--- src/rtl/tag_tx_ctrl.sv ---
// Anchor-side burst transmitter: GPIO sync handshake with the tag, a +A/-A
// BPSK preamble on IQ, then a phase-continuous frequency-hopped NCO sweep.

module tag_tx_ctrl #(
   parameter int DATA_WIDTH     = 16,
   parameter int PHASE_WIDTH    = 24,
   parameter int NSYMB_WIDTH    = 16,
   parameter int GPIO_REG_WIDTH = 12,
   parameter int NSYMB          = 64,
   parameter int NSIG           = 326780,
   parameter int DPH_INC        = 131072,
   parameter int START_PH_INC   = 0,
   parameter int SYNC_SIG_N     = 8000,
   parameter int SYNC_AMP       = 16384,
   parameter int ACK_TIMEOUT    = 1000000
) (
   input  logic                      clk,
   input  logic                      reset_n,
   input  logic                      start,
   input  logic                      abort,
   input  logic [GPIO_REG_WIDTH-1:0] gpio_in,
   output logic [GPIO_REG_WIDTH-1:0] gpio_out,
   output logic                      tx_valid,
   output logic [DATA_WIDTH-1:0]     itx_out,
   output logic [DATA_WIDTH-1:0]     qtx_out,
   output logic [PHASE_WIDTH-1:0]    ph_inc,
   output logic [PHASE_WIDTH-1:0]    ph,
   output logic [NSYMB_WIDTH-1:0]    symbN,
   output logic                      pre_sel,
   output logic [2:0]                tx_state,
   output logic                      done,
   output logic                      ack_err
);

   localparam int MAX_A   = (NSIG > SYNC_SIG_N) ? NSIG : SYNC_SIG_N;
   localparam int CNT_MAX = (MAX_A > ACK_TIMEOUT) ? MAX_A : ACK_TIMEOUT;
   localparam int CNT_W   = $clog2(CNT_MAX + 1);

   localparam logic [CNT_W-1:0]       ACK_LAST  = CNT_W'(ACK_TIMEOUT - 1);
   localparam logic [CNT_W-1:0]       SYNC_LAST = CNT_W'(SYNC_SIG_N - 1);
   localparam logic [CNT_W-1:0]       SIG_LAST  = CNT_W'(NSIG - 1);
   localparam logic [NSYMB_WIDTH-1:0] SYMB_LAST = NSYMB_WIDTH'(NSYMB - 1);
   localparam logic [PHASE_WIDTH-1:0] START_INC = PHASE_WIDTH'(START_PH_INC);
   localparam logic [PHASE_WIDTH-1:0] STEP_INC  = PHASE_WIDTH'(DPH_INC);
   localparam logic [DATA_WIDTH-1:0]  AMP_POS   = DATA_WIDTH'(SYNC_AMP);
   localparam logic [DATA_WIDTH-1:0]  AMP_NEG   = DATA_WIDTH'(-SYNC_AMP);

   typedef enum logic [2:0] {
      ST_IDLE    = 3'd0,
      ST_TRIG    = 3'd1,
      ST_PRE_POS = 3'd2,
      ST_PRE_NEG = 3'd3,
      ST_SYMB    = 3'd4,
      ST_DRAIN   = 3'd5
   } state_t;

   state_t                    state_q, state_d;
   logic [CNT_W-1:0]          cnt_q, cnt_d;
   logic [GPIO_REG_WIDTH-1:0] gpio_out_q, gpio_out_d;
   logic                      tx_valid_q, tx_valid_d;
   logic [DATA_WIDTH-1:0]     itx_q, itx_d;
   logic [PHASE_WIDTH-1:0]    ph_q, ph_d;
   logic [PHASE_WIDTH-1:0]    ph_inc_q, ph_inc_d;
   logic [NSYMB_WIDTH-1:0]    symb_q, symb_d;
   logic                      pre_sel_q, pre_sel_d;
   logic                      done_q, done_d;
   logic                      ack_err_q, ack_err_d;

   logic rx_valid;
   logic gpio_unused;

   // gpio_in is already synchronised upstream; only the tag rx_valid bit steers the FSM.
   assign rx_valid    = gpio_in[4];
   assign gpio_unused = ^{gpio_in[GPIO_REG_WIDTH-1:5], gpio_in[3:0]};

   always_comb begin
      state_d   = state_q;
      cnt_d     = cnt_q;
      ph_d      = ph_q;
      ph_inc_d  = ph_inc_q;
      symb_d    = symb_q;
      done_d    = 1'b0;
      ack_err_d = 1'b0;

      if (abort) begin
         state_d = ST_IDLE;
         cnt_d   = '0;
      end else begin
         case (state_q)
            ST_IDLE: begin
               if (start && !rx_valid) begin
                  state_d = ST_TRIG;
                  cnt_d   = '0;
               end
            end
            ST_TRIG: begin
               // A late acknowledge on the timeout cycle still starts the burst.
               if (rx_valid) begin
                  state_d = ST_PRE_POS;
                  cnt_d   = '0;
               end else if (cnt_q == ACK_LAST) begin
                  state_d   = ST_IDLE;
                  cnt_d     = '0;
                  ack_err_d = 1'b1;
               end else begin
                  cnt_d = cnt_q + CNT_W'(1);
               end
            end
            ST_PRE_POS: begin
               if (cnt_q == SYNC_LAST) begin
                  state_d = ST_PRE_NEG;
                  cnt_d   = '0;
               end else begin
                  cnt_d = cnt_q + CNT_W'(1);
               end
            end
            ST_PRE_NEG: begin
               if (cnt_q == SYNC_LAST) begin
                  state_d  = ST_SYMB;
                  cnt_d    = '0;
                  ph_d     = '0;
                  ph_inc_d = START_INC;
                  symb_d   = '0;
               end else begin
                  cnt_d = cnt_q + CNT_W'(1);
               end
            end
            ST_SYMB: begin
               if (cnt_q == SIG_LAST) begin
                  cnt_d = '0;
                  if (symb_q == SYMB_LAST) begin
                     state_d = ST_DRAIN;
                  end else begin
                     // Hop frequency but keep accumulating phase across the boundary.
                     symb_d   = symb_q + NSYMB_WIDTH'(1);
                     ph_inc_d = ph_inc_q + STEP_INC;
                     ph_d     = ph_q + ph_inc_q;
                  end
               end else begin
                  cnt_d = cnt_q + CNT_W'(1);
                  ph_d  = ph_q + ph_inc_q;
               end
            end
            ST_DRAIN: begin
               if (!rx_valid) begin
                  state_d = ST_IDLE;
                  done_d  = 1'b1;
               end
            end
            default: begin
               state_d = ST_IDLE;
               cnt_d   = '0;
            end
         endcase
      end

      // Outputs are decoded from the next state so they are registered alongside it.
      gpio_out_d    = '0;
      gpio_out_d[2] = (state_d == ST_TRIG);
      tx_valid_d    = (state_d == ST_PRE_POS) || (state_d == ST_PRE_NEG) || (state_d == ST_SYMB);
      pre_sel_d     = (state_d == ST_PRE_POS) || (state_d == ST_PRE_NEG);
      itx_d         = '0;
      if (state_d == ST_PRE_POS) begin
         itx_d = AMP_POS;
      end else if (state_d == ST_PRE_NEG) begin
         itx_d = AMP_NEG;
      end
   end

   always_ff @(posedge clk) begin
      if (!reset_n) begin
         state_q    <= ST_IDLE;
         cnt_q      <= '0;
         gpio_out_q <= '0;
         tx_valid_q <= 1'b0;
         itx_q      <= '0;
         ph_q       <= '0;
         ph_inc_q   <= START_INC;
         symb_q     <= '0;
         pre_sel_q  <= 1'b0;
         done_q     <= 1'b0;
         ack_err_q  <= 1'b0;
      end else begin
         state_q    <= state_d;
         cnt_q      <= cnt_d;
         gpio_out_q <= gpio_out_d;
         tx_valid_q <= tx_valid_d;
         itx_q      <= itx_d;
         ph_q       <= ph_d;
         ph_inc_q   <= ph_inc_d;
         symb_q     <= symb_d;
         pre_sel_q  <= pre_sel_d;
         done_q     <= done_d;
         ack_err_q  <= ack_err_d;
      end
   end

   assign gpio_out = gpio_out_q;
   assign tx_valid = tx_valid_q;
   assign itx_out  = itx_q;
   assign qtx_out  = '0;
   assign ph_inc   = ph_inc_q;
   assign ph       = ph_q;
   assign symbN    = symb_q;
   assign pre_sel  = pre_sel_q;
   assign tx_state = state_q;
   assign done     = done_q;
   assign ack_err  = ack_err_q;

endmodule

--- config.mk ---
export PLATFORM = sky130hd
export DESIGN_NAME = tag_tx_ctrl
export DESIGN_NICKNAME = d
export VERILOG_FILES = /design/src/rtl/tag_tx_ctrl.sv
export SDC_FILE = /design/constraint.sdc
export NUM_CORES = 1
export LEC_CHECK = 0
export CAP_MARGIN = 20
export CORE_ASPECT_RATIO = 1.4
export CORE_MARGIN = 2
export CORE_UTILIZATION = 47
export DETAILED_ROUTE_END_ITERATION = 7
export PLACE_DENSITY = 0.89
export SYNTH_ARGS = -nofsm -noshare
export SYNTH_HDL_FRONTEND = slang
export SYNTH_SLANG_ARGS = --single-unit
--- constraint.sdc ---
create_clock -name clk -period 2.9 [get_ports clk]
set_input_delay 0.58 -clock clk [delete_from_list [all_inputs] [get_ports clk]]
set_output_delay 0.58 -clock clk [all_outputs]
set_load 0.03 [all_outputs]
==> results by group, run 1 <==
Run status
  • Outcome: finished clean

Die
  • I/O pin cnt: 131
  • Placement Rows: 40
  • Initial Util: 47.7%
  • Die Area: 9410 sq um
  • Die width: 82.5 microns
  • Die Height: 114 microns
  • Core Area: 8510 sq um

STA
  • Max-slew violations: 0
  • Relative slew slack: 61.7%
  • Fmax: 408 MHz
  • Final Critical Period: 2450 ps
  • Hold WS: 481 ps
  • TNS Setup: 0 ps
  • Final period utilization: 84.6%
  • RSZ-0062 raised after global routing: no
  • Final WS setup: 446 ps
  • Final setup viols: 0
  • Slew @ Worst Pin: 574 ps
  • Final hold vios: 0
  • Worst clock skew: 6.69 ps

Placed design
  • Dpl ws: 304 ps
  • PortBufs: 61
  • Dpl cell area: 4540 sq um
  • Placer Congestion: 0.932
  • Dpl hpwl: 6.64 mm
  • Placed insts: 621

Drt
  • Post-DRT Antenna Nets: 0
  • Detailed-route DRC error count: 0
  • Vias per cell: 5.36
  • Vias: 3,416
  • Detailed Route WL: 8.87 mm
  • 1st-iter DRT viols: 205
  • Wire length per cell: 13.9 microns
  • 1st-pass router iterations: 7

Setup path
  • CP arrival: 2680 ps
  • Max stage delay on crit path: 380 ps
  • Crit path kind: reg2reg
  • Critical Path RT: 3130 ps
  • CP startpoint kind: flip-flop
  • Top Family by Delay on Critical Path: simple AND/OR/NAND/NOR gates
  • Slowest stage cell on the critical path: o21ai_0
  • CP max FO: 14
  • CP Capture Type: flip-flop
  • Reg2reg path depth: 8
  • WP buf/inv: 1
  • Cell Chain, Critical Path: ha_1, nor2b_1, nand4_1, o21ai_0, and3_1, a21o_1, buf_12, nor2_1
  • CP Depth: 8

Global route
  • Vias in the first global route: 3,178
  • Pin count of the biggest net entering global routing: 33
  • Met3 Resource Use GR: 5.62%
  • Grt total ovfl: 0
  • First-pass GRT wire length: 14.3 mm
  • Busiest grt layer: met2
  • GRT Overall Usage: 19.3%
  • GR Util met1: 22.0%
  • Initial antenna violation count: 0
  • Met2 Use GR: 33.2%

CTS
  • Clk buf depth: 2
  • Clk sinks: 76
  • Cts hold-fix bufs: 0
  • Num CTS Buffers: 9
  • Post-CTS sizing: 0
  • Worst-Skew Late Latency: 330 ps
  • # Post-CTS Setup Buffers: 0
  • Root buf cell: clkbuf_16
  • CTS tree: done
  • Worst-path clk slew: 60 ps
  • CTS H-tree depth: 3

Yosys
  • Top FF cell, synth: dfxtp_1
  • Post-synth top area share: 37.5%
  • Syn. warnings: 0
  • Post-Syn Area per Cell: 8.62 sq um
  • Post-synth EDFFs: 0
  • Synth area leaders: dfxtp_1, buf_4, xor2_1, nor2_1, and3_1
  • Yosys top cell by area: dfxtp_1
  • Synth unique cells: 53
  • Gate Count Post-Synth: 471
  • Mapped Area: 4060 sq um
  • Ys async rst share: 0%
  • Number of synthesized register bits: 76
  • Sequential fraction of the synthesis area: 37.5%

Cells and area
  • Commonest cells after routing, fill and taps aside: dfxtp_1, clkdlybuf4s50_1, conb_1
  • Layout area overhead: 19.5%
  • Cell Count, Final, Fillers Out: 637
  • N_diodes: 0
  • Commonest non-fill, non-tap cell in the layout: dfxtp_1
  • Layout Nets: 552
  • Fin area: 4850 sq um
  • Fraction of layout cells with a size suffix above 1: 6.58%
  • Post-Route Utilization: 57.0%

Power
  • Worst VDD drop: 0.000393 V
  • Internal: 1.75 mW
  • Net Sw Frac: 25.4%
  • Pwr/cell area: 483 nW/um^2
  • Combinational share of power: 6.9%
  • Seq pwr share: 44.7%
  • Clk network pwr share: 48.4%
  • Final Total Pwr: 2.35 mW
  • Leak: 1.91 nW
  • Net switching power: 0.597 mW

Job
  • Max Cap Violations: 0

Worst hold path
  • Hold Path Class: reg2reg
  • Hold Path Stages: 1
==> cell usage after synthesis, types with 2 or more instances <==
cell type and count:
nor4_1 5, a21oi_1 18, nor2b_1 5, mux2i_1 2, and4b_1 2, buf_2 8, nand4_1 21, o211ai_1 2
ha_1 9, nor2_1 49, nand2_1 30, and4_1 3, xnor2_1 11, clkbuf_1 11, or2_2 2, and3_1 25
a31oi_1 2, nor3_1 5, a21o_1 4, xor2_1 26, nand4b_1 2, nor4bb_1 5, a211oi_1 2, inv_1 5
buf_4 60, and2_1 8, dfxtp_1 76, o21ai_0 19, or3_1 6, nand3_1 18, nand3b_1 3, nand2b_1 6
==> path summary, 6_finish.rpt <==
check	start	endpoint	slack [ps]
hold reg to reg	ph[1]	ph[1]	480
hold / removal	ph[1]	ph[1]	480
setup reg to reg	cnt_q[0]	cnt_q[2]	450
setup / recovery	cnt_q[0]	cnt_q[2]	450
==> logic make-up after synthesis <==
group / synth area share (%)
simple gates: 28.8
other cells: 0.0924
mux: 0.493
compound gates: 8.69
flops: 37.5
fa+ha+maj: 2.77
xor+xnor: 7.98
buf+inv: 13.7
==> layer usage <==
metal,wire [microns],vias to the layer above
met5,0,-
met4,206,0
met3,633,22
met2,4540,156
met1,3490,1600
li1,-,1638
==> power by group through the flow <==
| stage | registers (mW) | logic (mW) | clock network (mW) |
|---|---|---|---|
| finish | 1.05 | 0.162 | 1.14 |
| global route | 1.05 | 0.175 | 1.20 |
| CTS | 1.05 | 0.160 | 1.16 |
| detailed placement | 1.07 | 0.160 | 0 |
| global placement | 1.07 | 0.158 | 0 |
| floorplan | 1.07 | 0.197 | 0 |
==> registers in the layout (all words and copies together), names as in the netlist, 2 cells and up <==
signal    count
tx_state      3
ph_inc        7
symbN        16
cnt_q        20
ph           24
itx_out       2
==> layout make-up <==
type | count | area (sq um)
Timing Repair Buffer | 68 | 676
Clock inverter | 7 | 82.6
Inverter | 5 | 18.8
Tap cell | 105 | 131
Fill cell | 766 | 3660
Clock buffer | 9 | 225
Sequential cell | 76 | 1520
Multi-Input combinational cell | 367 | 2200
Note: power is estimated with default switching activity, not from simulation.
==> run 2: changes to the inputs <==
clock period = 2.32 ns   (was 2.9 ns; I/O delays follow)
==> run 2 against run 1 <==
Clock power up 17%. Clock skew down 2.4 ps. Register-to-register slack worse by 370 ps. Largest cell class unchanged. Largest power group unchanged.
==> results by group, run 2 (same netlist as run 1, synthesis figures left out) <==
Run status
  • Outcome: finished clean

Setup path
  • Critical Path RT: 2550 ps
  • Cell Chain, Critical Path: nor4bb_1, nor4bb_1, a31o_2, and4b_1, buf_12, nor2_1, a41o_1
  • Critical Path Most Common Cell: nor4bb_1
  • R2R Setup Slk: 80 ps
  • CP arrival: 2470 ps
  • RR Endpoint: ph[23]
  • CP Capture Type: flip-flop
  • Reg2reg path depth: 7
  • CP startpoint kind: flip-flop
  • Slowest stage cell on the critical path: dfxtp_1
  • Crit path kind: reg2reg
  • CP max FO: 13
  • Max stage delay on crit path: 430 ps
  • Reg-to-Reg Start: cnt_q[14]

Drt
  • Vias per cell: 5.37
  • Wire length per cell: 14.3 microns
  • Detailed-route DRC error count: 0
  • Vias: 3,534
  • Detailed Route WL: 9.41 mm
  • 1st-iter DRT viols: 198
  • Post-DRT Antenna Nets: 0
  • 1st-pass router iterations: 4

Power
  • Worst VDD drop: 0.000562 V
  • Pwr/cell area: 571 nW/um^2
  • Net switching power: 0.767 mW
  • Clk network pwr share: 46.5%
  • Combinational share of power: 7.6%
  • Seq pwr share: 45.9%
  • Leak: 2.01 nW
  • Net Sw Frac: 26.9%
  • Internal: 2.09 mW

Worst hold path
  • Hold path start: cnt_q[1]
  • Hold Path Class: reg2reg
  • Hold Path Stages: 2
  • End of the worst hold path: cnt_q[1]

Global route
  • GRT Overall Usage: 20.2%
  • Busiest grt layer: met2
  • GR Util met1: 23.2%
  • Met3 Resource Use GR: 3.88%
  • First-pass GRT wire length: 15.0 mm
  • Met2 Use GR: 34.8%
  • Vias in the first global route: 3,359
  • Pin count of the biggest net entering global routing: 33
  • Initial antenna violation count: 0
  • Grt total ovfl: 0

Cells and area
  • Cell Count, Final, Fillers Out: 658
  • Layout Nets: 573
  • Commonest cells after routing, fill and taps aside: dfxtp_1, clkdlybuf4s50_1, conb_1
  • Layout area overhead: 23.2%
  • Post-Route Utilization: 58.8%
  • Commonest non-fill, non-tap cell in the layout: dfxtp_1
  • N_diodes: 0
  • Max reg flops: 24
  • Fin area: 5000 sq um
  • Fraction of layout cells with a size suffix above 1: 10.5%
  • Fillers: 725

CTS
  • Worst-path clk slew: 60 ps
  • Clk buf depth: 2
  • CTS tree: done
  • # Post-CTS Setup Buffers: 0
  • Root buf cell: clkbuf_16
  • Cts hold-fix bufs: 0
  • CTS H-tree depth: 3
  • Clk sinks: 76
  • Num CTS Buffers: 9
  • Worst-Skew Late Latency: 330 ps

STA
  • Final hold vios: 0
  • RSZ-0062 raised after global routing: no
  • Final setup viols: 0
  • TNS Setup: 0 ps
  • Fmax: 446 MHz
  • Max-slew violations: 0
  • Final Critical Period: 2240 ps
  • Worst clock skew: 4.24 ps
  • Final period utilization: 96.6%

Placed design
  • Placer Congestion: 0.936
  • Placed insts: 642
  • Dpl hpwl: 6.91 mm
  • PortBufs: 61
  • Dpl cell area: 4710 sq um

Die
  • Placement Rows: 40
  • Initial Util: 47.7%
  • Die Height: 114 microns
  • I/O pin cnt: 131
  • Die Area: 9410 sq um
  • Die width: 82.5 microns
  • Core Area: 8510 sq um

Job
  • Max Cap Violations: 0
## run 2: cell count changes in the layout (fill, tap and decap cells not counted)
| cell | previous run | this run |
|---|---|---|
| inv_6 | 3 | 2 |
| dfxtp_2 | 0 | 1 |
| clkinvlp_4 | 2 | 3 |
| and4_1 | 3 | 2 |
| buf_12 | 1 | 2 |
| dfxtp_1 | 76 | 75 |
| bufinv_16 | 1 | 0 |
| buf_4 | 6 | 26 |
| and4_2 | 0 | 1 |
| clkinv_4 | 0 | 1 |
## run 2: repair_timing
item                                    in CTS  in global routing
endpoints found under the setup margin       0                 17
endpoints found under the hold margin        0                  0
resized for setup                            0                  2
## run 2: how the worst max path moves through the flow
stage / from / end / slack (ps) / depth (start not counted)
after floorplan: tx_state[2] / ph[18] / 240 / 7
after global placement: gpio_in[4] / cnt_q[11] / -50 / 8
after detailed placement: gpio_in[4] / cnt_q[11] / -100 / 8
after CTS: cnt_q[9] / ph[23] / 100 / 7
after global routing: cnt_q[6] / symbN[15] / 3 / 6
final: cnt_q[14] / ph[23] / 80 / 7
## run 2: metal layers
| metal | wire length (microns) | share of wire [%] |
|---|---|---|
| met5 | 0 | 0 |
| met4 | 238 | 2.5 |
| met3 | 527 | 5.6 |
| met2 | 4850 | 52 |
| met1 | 3790 | 40 |
## run 2: critical path: cells and delay by family, from the launching register on
kind            cells  cell delay [ps]
compound gates      2              460
buf+inv             1              160
flops               1              430
simple gates        4             1090
## run 2: metrics by stage
step | hold slack, ps | power [mW] | setup slack (ps)
floorplan | 444 | 1.59 | 240
global placement | 457 | 1.55 | -46.6
detailed placement | 466 | 1.55 | -96.1
CTS | 475 | 2.87 | 105
global route | 488 | 2.94 | 2.87
finish | 471 | 2.85 | 79.2
## run 2: layout make-up
cell class / count / area, sq um / area share [%]
clock buffers: 9 / 225 / 4.50
clock inverters: 7 / 60.1 / 1.20
inverters: 5 / 18.8 / 0.375
multi-input cells: 367 / 2200 / 43.9
flip-flops and latches: 76 / 1520 / 30.4
well taps: 105 / 131 / 2.63
repair buffers: 89 / 846 / 16.9
## run 2: power groups by stage
stage	sequential (mW)	combinational, mW	clock (mW)
after floorplan	1.34	0.246	0
after global placement	1.34	0.213	0
after detailed placement	1.34	0.215	0
after CTS	1.31	0.215	1.34
after global routing	1.31	0.234	1.40
final	1.31	0.218	1.33
